### config.mk
export PLATFORM = sky130hd
export DESIGN_NAME = memory_2p_init
export DESIGN_NICKNAME = d
export VERILOG_FILES = /design/src/rtl/defines_pkg.sv /design/src/rtl/memory_bank.sv /design/src/rtl/memory_2p_init.sv
export SDC_FILE = /design/constraint.sdc
export NUM_CORES = 1
export LEC_CHECK = 0
export CORE_MARGIN = 4
export CORE_UTILIZATION = 55
export CTS_CLUSTER_DIAMETER = 30
export DETAILED_ROUTE_END_ITERATION = 12
export PLACE_DENSITY = 0.78
export SLEW_MARGIN = 10
export SYNTH_ARGS = -nofsm -noshare
export SYNTH_HDL_FRONTEND = slang
export SYNTH_SLANG_ARGS = --single-unit
### constraint.sdc
create_clock -name clk -period 5.78 [get_ports clk]
set_clock_uncertainty 0.05 [all_clocks]
set_input_delay 0.578 -clock clk [delete_from_list [all_inputs] [get_ports clk]]
set_output_delay 0.578 -clock clk [all_outputs]
set_load 0.05 [all_outputs]
### src/rtl/defines_pkg.sv
// defines_pkg: shared types and limits for the memory blocks
package defines_pkg;
  typedef enum logic {MEM_INIT, MEM_READY} mem_init_state_t;
  localparam int MEM_MAX_RD_LAT = 2;
endpackage

### src/rtl/memory_bank.sv
// memory_bank: byte-enabled storage array, sync write, combinational read
// ports: clk; we/waddr/be/din write port; raddr/dout combinational read port
import defines_pkg::*;
module memory_bank #(
  parameter int WIDTH = 16,
  parameter int SIZE = 64,
  parameter int LSIZE = $clog2(SIZE)
) (
  input  logic               clk,
  input  logic               we,
  input  logic [LSIZE-1:0]   waddr,
  input  logic [WIDTH/8-1:0] be,
  input  logic [WIDTH-1:0]   din,
  input  logic [LSIZE-1:0]   raddr,
  output logic [WIDTH-1:0]   dout
);
  logic [WIDTH-1:0] mem [SIZE];
  always_ff @(posedge clk)
    for (int i = 0; i < WIDTH/8; i++)
      if (we && be[i]) mem[waddr][8*i +: 8] <= din[8*i +: 8];
  assign dout = mem[raddr];
endmodule

### src/rtl/memory_2p_init.sv
// memory_2p_init: simple dual-port RAM with byte enables, bypass, pipelined read and init sweep
// ports: clk, rst_n (async, low); clear_req starts a re-init sweep;
//        wr_en/wr_addr/wr_be/data_in write port; rd_en/rd_addr read request;
//        data_out/rd_valid read response after RD_LAT cycles; ready high when idle-usable
import defines_pkg::*;
module memory_2p_init #(
  parameter int WIDTH = 16,
  parameter int SIZE = 64,
  parameter int LSIZE = $clog2(SIZE),
  parameter int RD_LAT = 1,
  parameter int BYPASS = 1,
  parameter logic [WIDTH-1:0] INIT_VAL = '0
) (
  input  logic               clk,
  input  logic               rst_n,
  input  logic               clear_req,
  input  logic               wr_en,
  input  logic [LSIZE-1:0]   wr_addr,
  input  logic [WIDTH/8-1:0] wr_be,
  input  logic [WIDTH-1:0]   data_in,
  input  logic               rd_en,
  input  logic [LSIZE-1:0]   rd_addr,
  output logic [WIDTH-1:0]   data_out,
  output logic               rd_valid,
  output logic               ready
);
  if (RD_LAT < 1 || RD_LAT > MEM_MAX_RD_LAT) begin : g_bad_lat
    $error("memory_2p_init: RD_LAT must be 1 or 2");
  end
  if (WIDTH % 8 != 0) begin : g_bad_width
    $error("memory_2p_init: WIDTH must be a multiple of 8");
  end
  mem_init_state_t state, state_d;
  logic [LSIZE-1:0] init_addr, init_addr_d, bank_waddr;
  logic [WIDTH/8-1:0] bank_be;
  logic [WIDTH-1:0] bank_din, old, mask, rd_word, d1, d2;
  logic wr_in, rd_in, wr_acc, rd_acc, bank_we, v1, v2;
  assign ready = state == MEM_READY;
  // addresses beyond SIZE only exist when SIZE is not a power of two
  assign wr_in = {1'b0, wr_addr} < (LSIZE+1)'(SIZE);
  assign rd_in = {1'b0, rd_addr} < (LSIZE+1)'(SIZE);
  // clear_req wins over a same-cycle user access
  assign wr_acc = ready && wr_en && !clear_req && wr_in;
  assign rd_acc = ready && rd_en && !clear_req;
  always_ff @(posedge clk or negedge rst_n)
    if (!rst_n) begin
      state <= MEM_INIT;
      init_addr <= '0;
    end else begin
      state <= state_d;
      init_addr <= init_addr_d;
    end
  always_comb begin
    state_d = state;
    init_addr_d = init_addr;
    if (state == MEM_INIT) begin
      init_addr_d = init_addr + 1'b1;
      if (init_addr == LSIZE'(SIZE-1)) begin
        state_d = MEM_READY;
        init_addr_d = '0;
      end
    end else if (clear_req) begin
      state_d = MEM_INIT;
      init_addr_d = '0;
    end
  end
  // the sweep owns the write port for the whole INIT phase
  assign bank_we    = !ready || wr_acc;
  assign bank_waddr = ready ? wr_addr : init_addr;
  assign bank_be    = ready ? wr_be : '1;
  assign bank_din   = ready ? data_in : INIT_VAL;
  memory_bank #(.WIDTH(WIDTH), .SIZE(SIZE), .LSIZE(LSIZE)) u_bank (
    .clk(clk),
    .we(bank_we),
    .waddr(bank_waddr),
    .be(bank_be),
    .din(bank_din),
    .raddr(rd_addr),
    .dout(old)
  );
  always_comb begin
    mask = '0;
    for (int i = 0; i < WIDTH/8; i++) mask[8*i +: 8] = {8{wr_be[i]}};
  end
  assign rd_word = !rd_in ? INIT_VAL :
                   (BYPASS != 0 && wr_acc && wr_addr == rd_addr) ? (old & ~mask) | (data_in & mask) : old;
  // data registers only load on a valid so data_out holds between strobes
  always_ff @(posedge clk or negedge rst_n)
    if (!rst_n) begin
      v1 <= 1'b0;
      v2 <= 1'b0;
      d1 <= '0;
      d2 <= '0;
    end else begin
      v1 <= rd_acc;
      v2 <= v1;
      if (rd_acc) d1 <= rd_word;
      if (v1) d2 <= d1;
    end
  assign rd_valid = RD_LAT == 2 ? v2 : v1;
  assign data_out = RD_LAT == 2 ? d2 : d1;
endmodule
Word-level counts from Yosys, hierarchy flattened
Memory sizes are Yosys's and may differ from the RTL's.
Cells that the tools add are included.
W data, S select, Z words.

word-level totals
  register bits = 24
  bits in writable memories = 1024
  input bits = 35
  output and inout bits = 18
  logic and storage cells = 37
  memories = 1

cells by class
  add/subtract/negate cells = 1
  equal/unequal tests = 3
  mux-type cells = 14
  bitwise operators = 4
  reduce and logical (&&, ||, !) cells = 10

memories
  memory      words  width  read ports  clocked after memory_dff  write ports  line               text
  u_bank.mem  64     16     1           0                         1            memory_bank.sv:17  logic [WIDTH-1:0] mem [SIZE];

operators by type and width
  operator               number
  $and A16 B16 Y16       2
  $mux W16               2
  $mux W6                4
  $not A16 Y16           1
  $or A16 B16 Y16        1
  $logic_and A1 B1 Y1    7
  $mux W1                7
  $add A6 B1 Y6 const B  1
  $eq A6 B6 Y1           1
  $eq A6 B6 Y1 const B   1
  $logic_not A1 Y1       2
  $mux W2                1
  $ne A2 B2 Y1 const B   1
  $logic_or A1 B1 Y1     1

Longest topological paths before layout
Gate-level depths: netlist of run 1.

  word-level depth = 6
  depth in mapped cells = 9
  depth with buffers taken out = 6

Modules after synthesis
Synthesis of run 1 repeated with hierarchy kept, for this count alone.

second synthesis, totals
  cell total of the unflattened synthesis = 2057
  area total of the unflattened synthesis = 41454.8 sq um

by module, submodules not included
  module          times used  cells an instance  area each (sq um)  sequential area each (sq um)
  memory_bank     1           1890               40000.9            30749.5
  memory_2p_init  1           167                1453.9             600.6

Worst setup path before layout of run 1
OpenSTA, ideal clock, no wires.

  path kind = reg2reg
  start point = reg state, in the netlist ready
  end point = mem u_bank.mem[0][0], data pin
  setup time = 0.367 ns
  arrival time = 2.246 ns
  required time = 5.363 ns
  path slack = 3.117 ns
  stages on the path, launching flop included = 5
  buffers on the path = 3
  clock period less this slack = 2.663 ns
  cells stage by stage = dfrtp_1 buf_2 clkbuf_1 clkbuf_1 and2_1

between the ends
  longest elaborated chain between the ends = 1

RTL lines
  what                    line                  text
  from (decl)             memory_2p_init.sv:33  mem_init_state_t state, state_d;
  from (signal assigned)  memory_2p_init.sv:50  state <= state_d;
  $mux W16                memory_2p_init.sv:71  assign bank_din = ready ? data_in : INIT_VAL;
  named net bank_din[0]   memory_2p_init.sv:36  logic [WIDTH-1:0] bank_din, old, mask, rd_word, d1, d2;
  to (decl)               memory_bank.sv:17

The timed path passes the listed nets, and every way through them passes these cells.

Worst setup path in the final report of run 1
  start point = reg state, in the netlist ready
  end point = reg d1[13], in the netlist data_out[13]

between the ends
  elaborated cells between the ends (all ways) = 6
  classes of those cells = mux: 1; reduce/logical: 5

RTL lines
  what                              line                  text
  $logic_and A1 B1 Y1 (2 in a row)  memory_2p_init.sv:44  assign rd_acc = ready && rd_en && !clear_req;
  named net rd_acc                  memory_2p_init.sv:37  logic wr_in, rd_in, wr_acc, rd_acc, bank_we, v1, v2;
  to (signal assigned)              memory_2p_init.sv:97  if (rd_acc) d1 <= rd_word;
  to (decl)                         memory_2p_init.sv:36

The timed path passes the listed nets, and every way through them passes these cells.
A chain may end at the register's enable or synchronous reset.

==> flow_summary.ini, run 1 <==
[die]
start_util_pct = 55.89
num_rows = 99
io_pins = 53
coreArea_um2 = 73450
die_area_um2 = 79080
die_h_um = 281.2
die_w_um = 281.2

[power]
p_sw_share_pct = 26.61
cellInternalPower_mw = 15.20
peakVddDrop_mv = 0.4697
clkPwrFrac_pct = 42.9
power.density_nw_per_um2 = 436.8
power_frac_comb_pct = 11.9
seq_power_share_pct = 45.2
switchingPower_mw = 5.509
p_leak_nw = 15.40

[global_route]
grt_overflow_total = 0
grt_max_degree = 105
antenna_found_initial = 6
grt_util_all_layers_pct = 25.67
grt_first_pass_wirelength_um = 147900
grt_pass1_vias = 21790

[clock_tree]
insertion_delay_ns = 0.74
root_buffer = clkbuf_16
clk_path_buf_depth = 3
cts_inserted_buffers = 143
postCtsHoldBufs = 0
path_clk_slew_ns = 0.06
htree_num_levels = 4
cts.sinks = 1048
cts_resized = 0
cts_tree = built
cts_setup_buffers = 0

[critical_path]
max_stage_delay_ns = 0.91
cp_slowest_cell = dfrtp_2
worstSetupPathType = flip-flop to flip-flop
worstSetupStartpointType = flip-flop
end_kind = flip-flop
cp.arrival_ns = 4.54
crit_required_ns = 6.37
worstPathMaxFanout = 44
path_cells = nand3b_1 -> inv_1 -> nand2_1 -> a31oi_1 -> o211ai_1 -> nand4_1

[placed_design]
numPortBuffers = 52
hpwl_um = 55380
place_ws_ns = 1.642
gp_congestion = 0.8858

[run]
max-cap-violations = 0

[timing]
tightest_slew_ns = 1.072
setup_tns_ns = 0
fmax_mhz = 253.3
finalWorstSetupSlack_ns = 1.832
finalMaxSlewViolations = 0
period_share_pct = 68.31
max-slew-margin-rel_pct = 28.20
fin_crit_ns = 3.948
rsz0062_at_grt = no
hold_viol_final = 0
setup_viol = 0

[routing]
drt_wl_total_um = 99710
vias_per_cell = 6.780
wl_per_cell_um = 31.37
initialDrtViolationCount = 3115
ant_nets = 0
drt_first_pass_iters = 6
drc_errors = 0
vias = 21550

[logic_synthesis]
ys_warn_count = 0
syn_nets = 2017
seq_area_frac_synth_pct = 76.36
ys.flop_type = edfxtp_1
syn_area_um2 = 41060
async_reset_ff_share_pct = 2.290
synthCells = 1981
synth_edf_count = 1024
synth_seq_cells = 1048
synth_cell_type_count = 40
syn_area_per_cell_um2 = 20.72

[layout]
synthToLayoutAreaGrowth_pct = 15.48
drive_above_1_share_pct = 26.60
nNetsFinal = 2134
fillers = 4448

[outcome]
status = finished, final reports clean

[worst_hold_path]
hold_path_class = input port to asynchronous set/reset pin
power groups by stage:
stage          combinational (mW)  clock (mW)  sequential [mW]
6_report                     2.46        8.89             9.36
2_1_floorplan                1.21           0             9.55
5_1_grt                      2.55        9.32             9.37
4_1_cts                      2.41        8.92             9.35
3_5_place_dp                 2.37           0             9.48
3_3_place_gp                 2.29           0             9.45
metrics by stage:
stage	util (%)	cells	instance area [µm²]	hold slack (ns)	total power [mW]
floorplan	-	1981	41060	0.2324	10.76
global placement	57.87	2912	42510	0.5130	11.74
detailed placement	57.88	2912	42520	0.5411	11.85
CTS	64.51	3173	47380	0.1666	20.68
global route	64.52	3173	47390	0.2017	21.25
finish	64.54	3179	47410	0.1915	20.71
placed cells by master (no fill, tap or decap), types with 10 or more instances in the layout:
cell                n
a21o_1             16
a22oi_1            80
buf_4              31
bufinv_16          16
clkbuf_1           14
clkbuf_16         145
clkdlybuf4s50_1    48
clkinv_1           10
clkinv_2           13
clkinvlp_4         17
dfrtp_1            23
edfxtp_1         1024
inv_6              23
mux2_2             65
mux2i_1            65
mux4_2            224
nand2_1            72
nand4_1            17
nor2_1            130
o211ai_1           16
o221ai_1           32
o22ai_1            19
final cells by class:
class	instances	area, µm²	area share (%)
clock inverters	99	1144	2.412
diodes	6	15.01	0.03167
repair buffers	86	833.3	1.758
clock buffers	162	3722	7.851
well taps	959	1200	2.531
multi-input cells	810	9110	19.22
flip-flops and latches	1048	31350	66.13
inverters	9	33.78	0.07126
cells in the mapped netlist (19+ instances only):
cell | count | area [µm²]
clkbuf_1 | 43 | 161.4
edfxtp_1 | 1024 | 30750
nand2_1 | 72 | 270.3
mux2_2 | 65 | 732.0
dfrtp_1 | 24 | 600.6
a22oi_1 | 80 | 600.6
buf_2 | 37 | 185.2
mux4_2 | 224 | 5045
o221ai_1 | 32 | 280.3
nor2_1 | 131 | 491.7
mux2i_1 | 65 | 650.6
o22ai_1 | 19 | 118.9
final timing paths:
path / startpoint / end / slack [ns] / cells after the start
max in group asynchronous: rst_n / rd_valid$_DFF_PN0_ / 5.19 / 2
worst max register to register: ready$_DFF_PN0_ / data_out[13]$_DFFE_PN0P_ / 1.83 / 6
min in group clk: clear_req / ready$_DFF_PN0_ / 0.54 / 2
worst max-delay path: ready$_DFF_PN0_ / data_out[13]$_DFFE_PN0P_ / 1.83 / 6
worst min register to register: data_out[2]$_DFFE_PN0P_ / data_out[2]$_DFFE_PN0P_ / 0.56 / 2
worst min-delay path: rst_n / ready$_DFF_PN0_ / 0.19 / 2
critical path: cells and delay by family, from the launching register on:
family | cells | cell delay (ns)
AND/OR/NAND/NOR | 3 | 1.27
flip-flops | 1 | 0.91
AO/OA/AOI/OAI | 2 | 1.19
buffers and inverters | 1 | 0.41
kinds of logic after synthesis:
| group | count (synthesis) | synth area share, % |
|---|---|---|
| muxes | 354 | 15.66 |
| buffers and inverters | 123 | 1.557 |
| adders and majority gates | 1 | 0.03047 |
| xor gates and xnor gates | 9 | 0.1920 |
| DFF | 1048 | 76.36 |
| and+or+nand+nor | 261 | 2.807 |
| AOI/OAI and AO/OA | 185 | 3.398 |
sequential cells by signal, summed over array words and instances (netlist names):
signal      flops
data_out       16
u_bank.mem   1024
init_addr       6
ready           1
rd_valid        1
layer usage:
layer	global-route usage, %	part of all wire (%)	up-vias
met3	6.396	12	240
met5	0	0.032	-
met4	10.94	4.1	4
met2	38.68	47	1658
li1	-	-	8518
met1	36.50	37	11130
(Power assumes the default switching activity.)
==> run 2: changes to the inputs <==
==> constraint.sdc (replaced) <==
create_clock -name clk -period 4.1 [get_ports clk]
set_clock_uncertainty 0.05 [all_clocks]
set_input_delay 0.41 -clock clk [delete_from_list [all_inputs] [get_ports clk]]
set_output_delay 0.41 -clock clk [all_outputs]
set_load 0.05 [all_outputs]
==> run 2 against run 1 <==
  * Maximum frequency is 27% higher
  * Sequential share of layout area shrank 1.6 points
  * First-iteration DRC count increased by 13%
  * Combinational power rose by 49%
  * Sequential power grew 41%
  * Largest cell class unchanged
  * Die area unchanged
  * Total power rose by 44%
  * Final area rose by 2.5%
  * Clock power is 46% higher
  * Critical endpoint is now u_bank.mem[1][14]$_DFFE_PP_
  * Hold slack got worse by 0.12 ns
  * Critical path type unchanged
  * Global-route usage grew 0.91 points
  * Setup slack lost 0.85 ns
==> flow_summary.ini, run 2 (synthesis results as in run 1) <==
[outcome]
status = finished, final reports clean

[timing]
period_share_pct = 75.98
finalMaxSlewViolations = 0
timing.hold.ws_ns = 0.07128
rsz0062_at_grt = no
fmax_mhz = 321.0
hold_viol_final = 0
setup_viol = 0
tightest_slew_ns = 1.157
max-slew-margin-rel_pct = 22.84
setup_tns_ns = 0
fin_crit_ns = 3.115

[power]
peakVddDrop_mv = 0.6402
power.density_nw_per_um2 = 613.2
p_leak_nw = 16.19

[layout]
most-common-layout-cells = edfxtp_1 (1,024), mux4_2 (224), buf_4 (156)
stdcell_area_um2 = 48590
fillers = 4288
largest_reg_flops = 1024
seq_area_um2 = 31350
multi_input_area_um2 = 9099
drive_above_1_share_pct = 30.66
fin_util_pct = 66.15
synthToLayoutAreaGrowth_pct = 18.35
top_register = u_bank.mem
nNetsFinal = 2265
finalNonFillerCells = 3311
final_common_cell = edfxtp_1

[critical_path]
worstPathMaxFanout = 43
r2r-start = ready$_DFF_PN0_
worstSetupStartpointType = flip-flop
crit_start = ready$_DFF_PN0_
cp.arrival_ns = 3.40
end_kind = flip-flop
crit_required_ns = 4.39
worstSetupPathType = flip-flop to flip-flop

[clock_tree]
htree_num_levels = 4
insertion_delay_ns = 0.73
cts_setup_buffers = 0
root_buffer = clkbuf_16
cts_inserted_buffers = 147
cts_resized = 0
postCtsHoldBufs = 0
cts.sinks = 1048
cts_tree = built
path_clk_slew_ns = 0.07
clk_path_buf_depth = 3

[global_route]
grt_util_all_layers_pct = 26.58
grt_max_degree = 92
antenna_found_initial = 5
grt_overflow_total = 0
grt_first_pass_wirelength_um = 153200
grt_pass1_vias = 22490

[worst_hold_path]
hold_path_class = input port to asynchronous set/reset pin

[run]
max-cap-violations = 0

[routing]
drc_errors = 0
vias_per_cell = 6.713
drt_first_pass_iters = 6
vias = 22230
initialDrtViolationCount = 3518
wl_per_cell_um = 31.13
drt_wl_total_um = 103100
ant_nets = 0

[placed_design]
place_area_um2 = 43490
hpwl_um = 58280
numPortBuffers = 52
dp.cells = 3039
gp_congestion = 0.9214

[die]
die_w_um = 281.2
die_h_um = 281.2
die_area_um2 = 79080
start_util_pct = 55.89
io_pins = 53
coreArea_um2 = 73450
num_rows = 99
==> run 2: cell types whose count changed in the layout (fill, tap and decap cells not counted), sizes merged, moves of 4 or more <==
| cell | before | now |
|---|---|---|
| bufinv | 16 | 21 |
| inv | 39 | 28 |
| clkbuf | 163 | 167 |
| buf | 37 | 164 |
| clkinv | 36 | 47 |
==> run 2: final timing paths <==
kind	endpoint	slack, ns	cells after the start
worst max-delay path	u_bank.mem[1][14]$_DFFE_PP_	0.99	7
worst min-delay path	data_out[12]$_DFFE_PN0P_	0.07	2
worst max register to register	u_bank.mem[1][14]$_DFFE_PP_	0.99	7
worst min register to register	init_addr[5]$_DFFE_PN0P_	0.56	2
max in group asynchronous	rd_valid$_DFF_PN0_	3.57	2
min in group clk	data_out[15]$_DFFE_PN0P_	0.38	3
==> run 2: layout make-up <==
cell class | instances | area share, %
Inverter | 9 | 0.06953
Sequential cell | 1048 | 64.52
Tap cell | 959 | 2.469
Timing Repair Buffer | 213 | 3.729
Clock inverter | 102 | 2.552
Multi-Input combinational cell | 810 | 18.73
Clock buffer | 166 | 7.913
Antenna cell | 4 | 0.02060
==> run 2: through the flow <==
stage / power (mW) / setup slack (ns)
floorplan: 15.16 / 1.437
global placement: 16.66 / 0.9866
detailed placement: 16.82 / 0.8927
CTS: 29.79 / 1.054
global route: 30.59 / 0.9260
finish: 29.79 / 0.9850
==> run 2: power breakdown <==
| part | switching, mW | internal (mW) |
|---|---|---|
| registers | 0.349 | 12.8 |
| logic | 2.54 | 1.12 |
| clock network | 4.82 | 8.15 |
| total | 7.71 | 22.1 |
==> run 2: worst max-delay path, cell delays in order, from the launching register on <==
cell and delay, ns:
dfrtp_1 0.37, buf_4 0.45, and4b_1 0.56, inv_1 0.08
o22ai_1 0.18, buf_4 0.17, nand2_1 0.13, nor2_1 0.74
==> run 2: routing by layer <==
layer,wire (µm),up-vias,track usage [%],share of wire (%)
li1,-,8774,-,-
met1,37540,11440,36.62,36
met2,50100,1705,41.79,49
met3,11530,305,6.720,11
met4,3849,4,10.06,3.7
met5,33,-,0,0.032
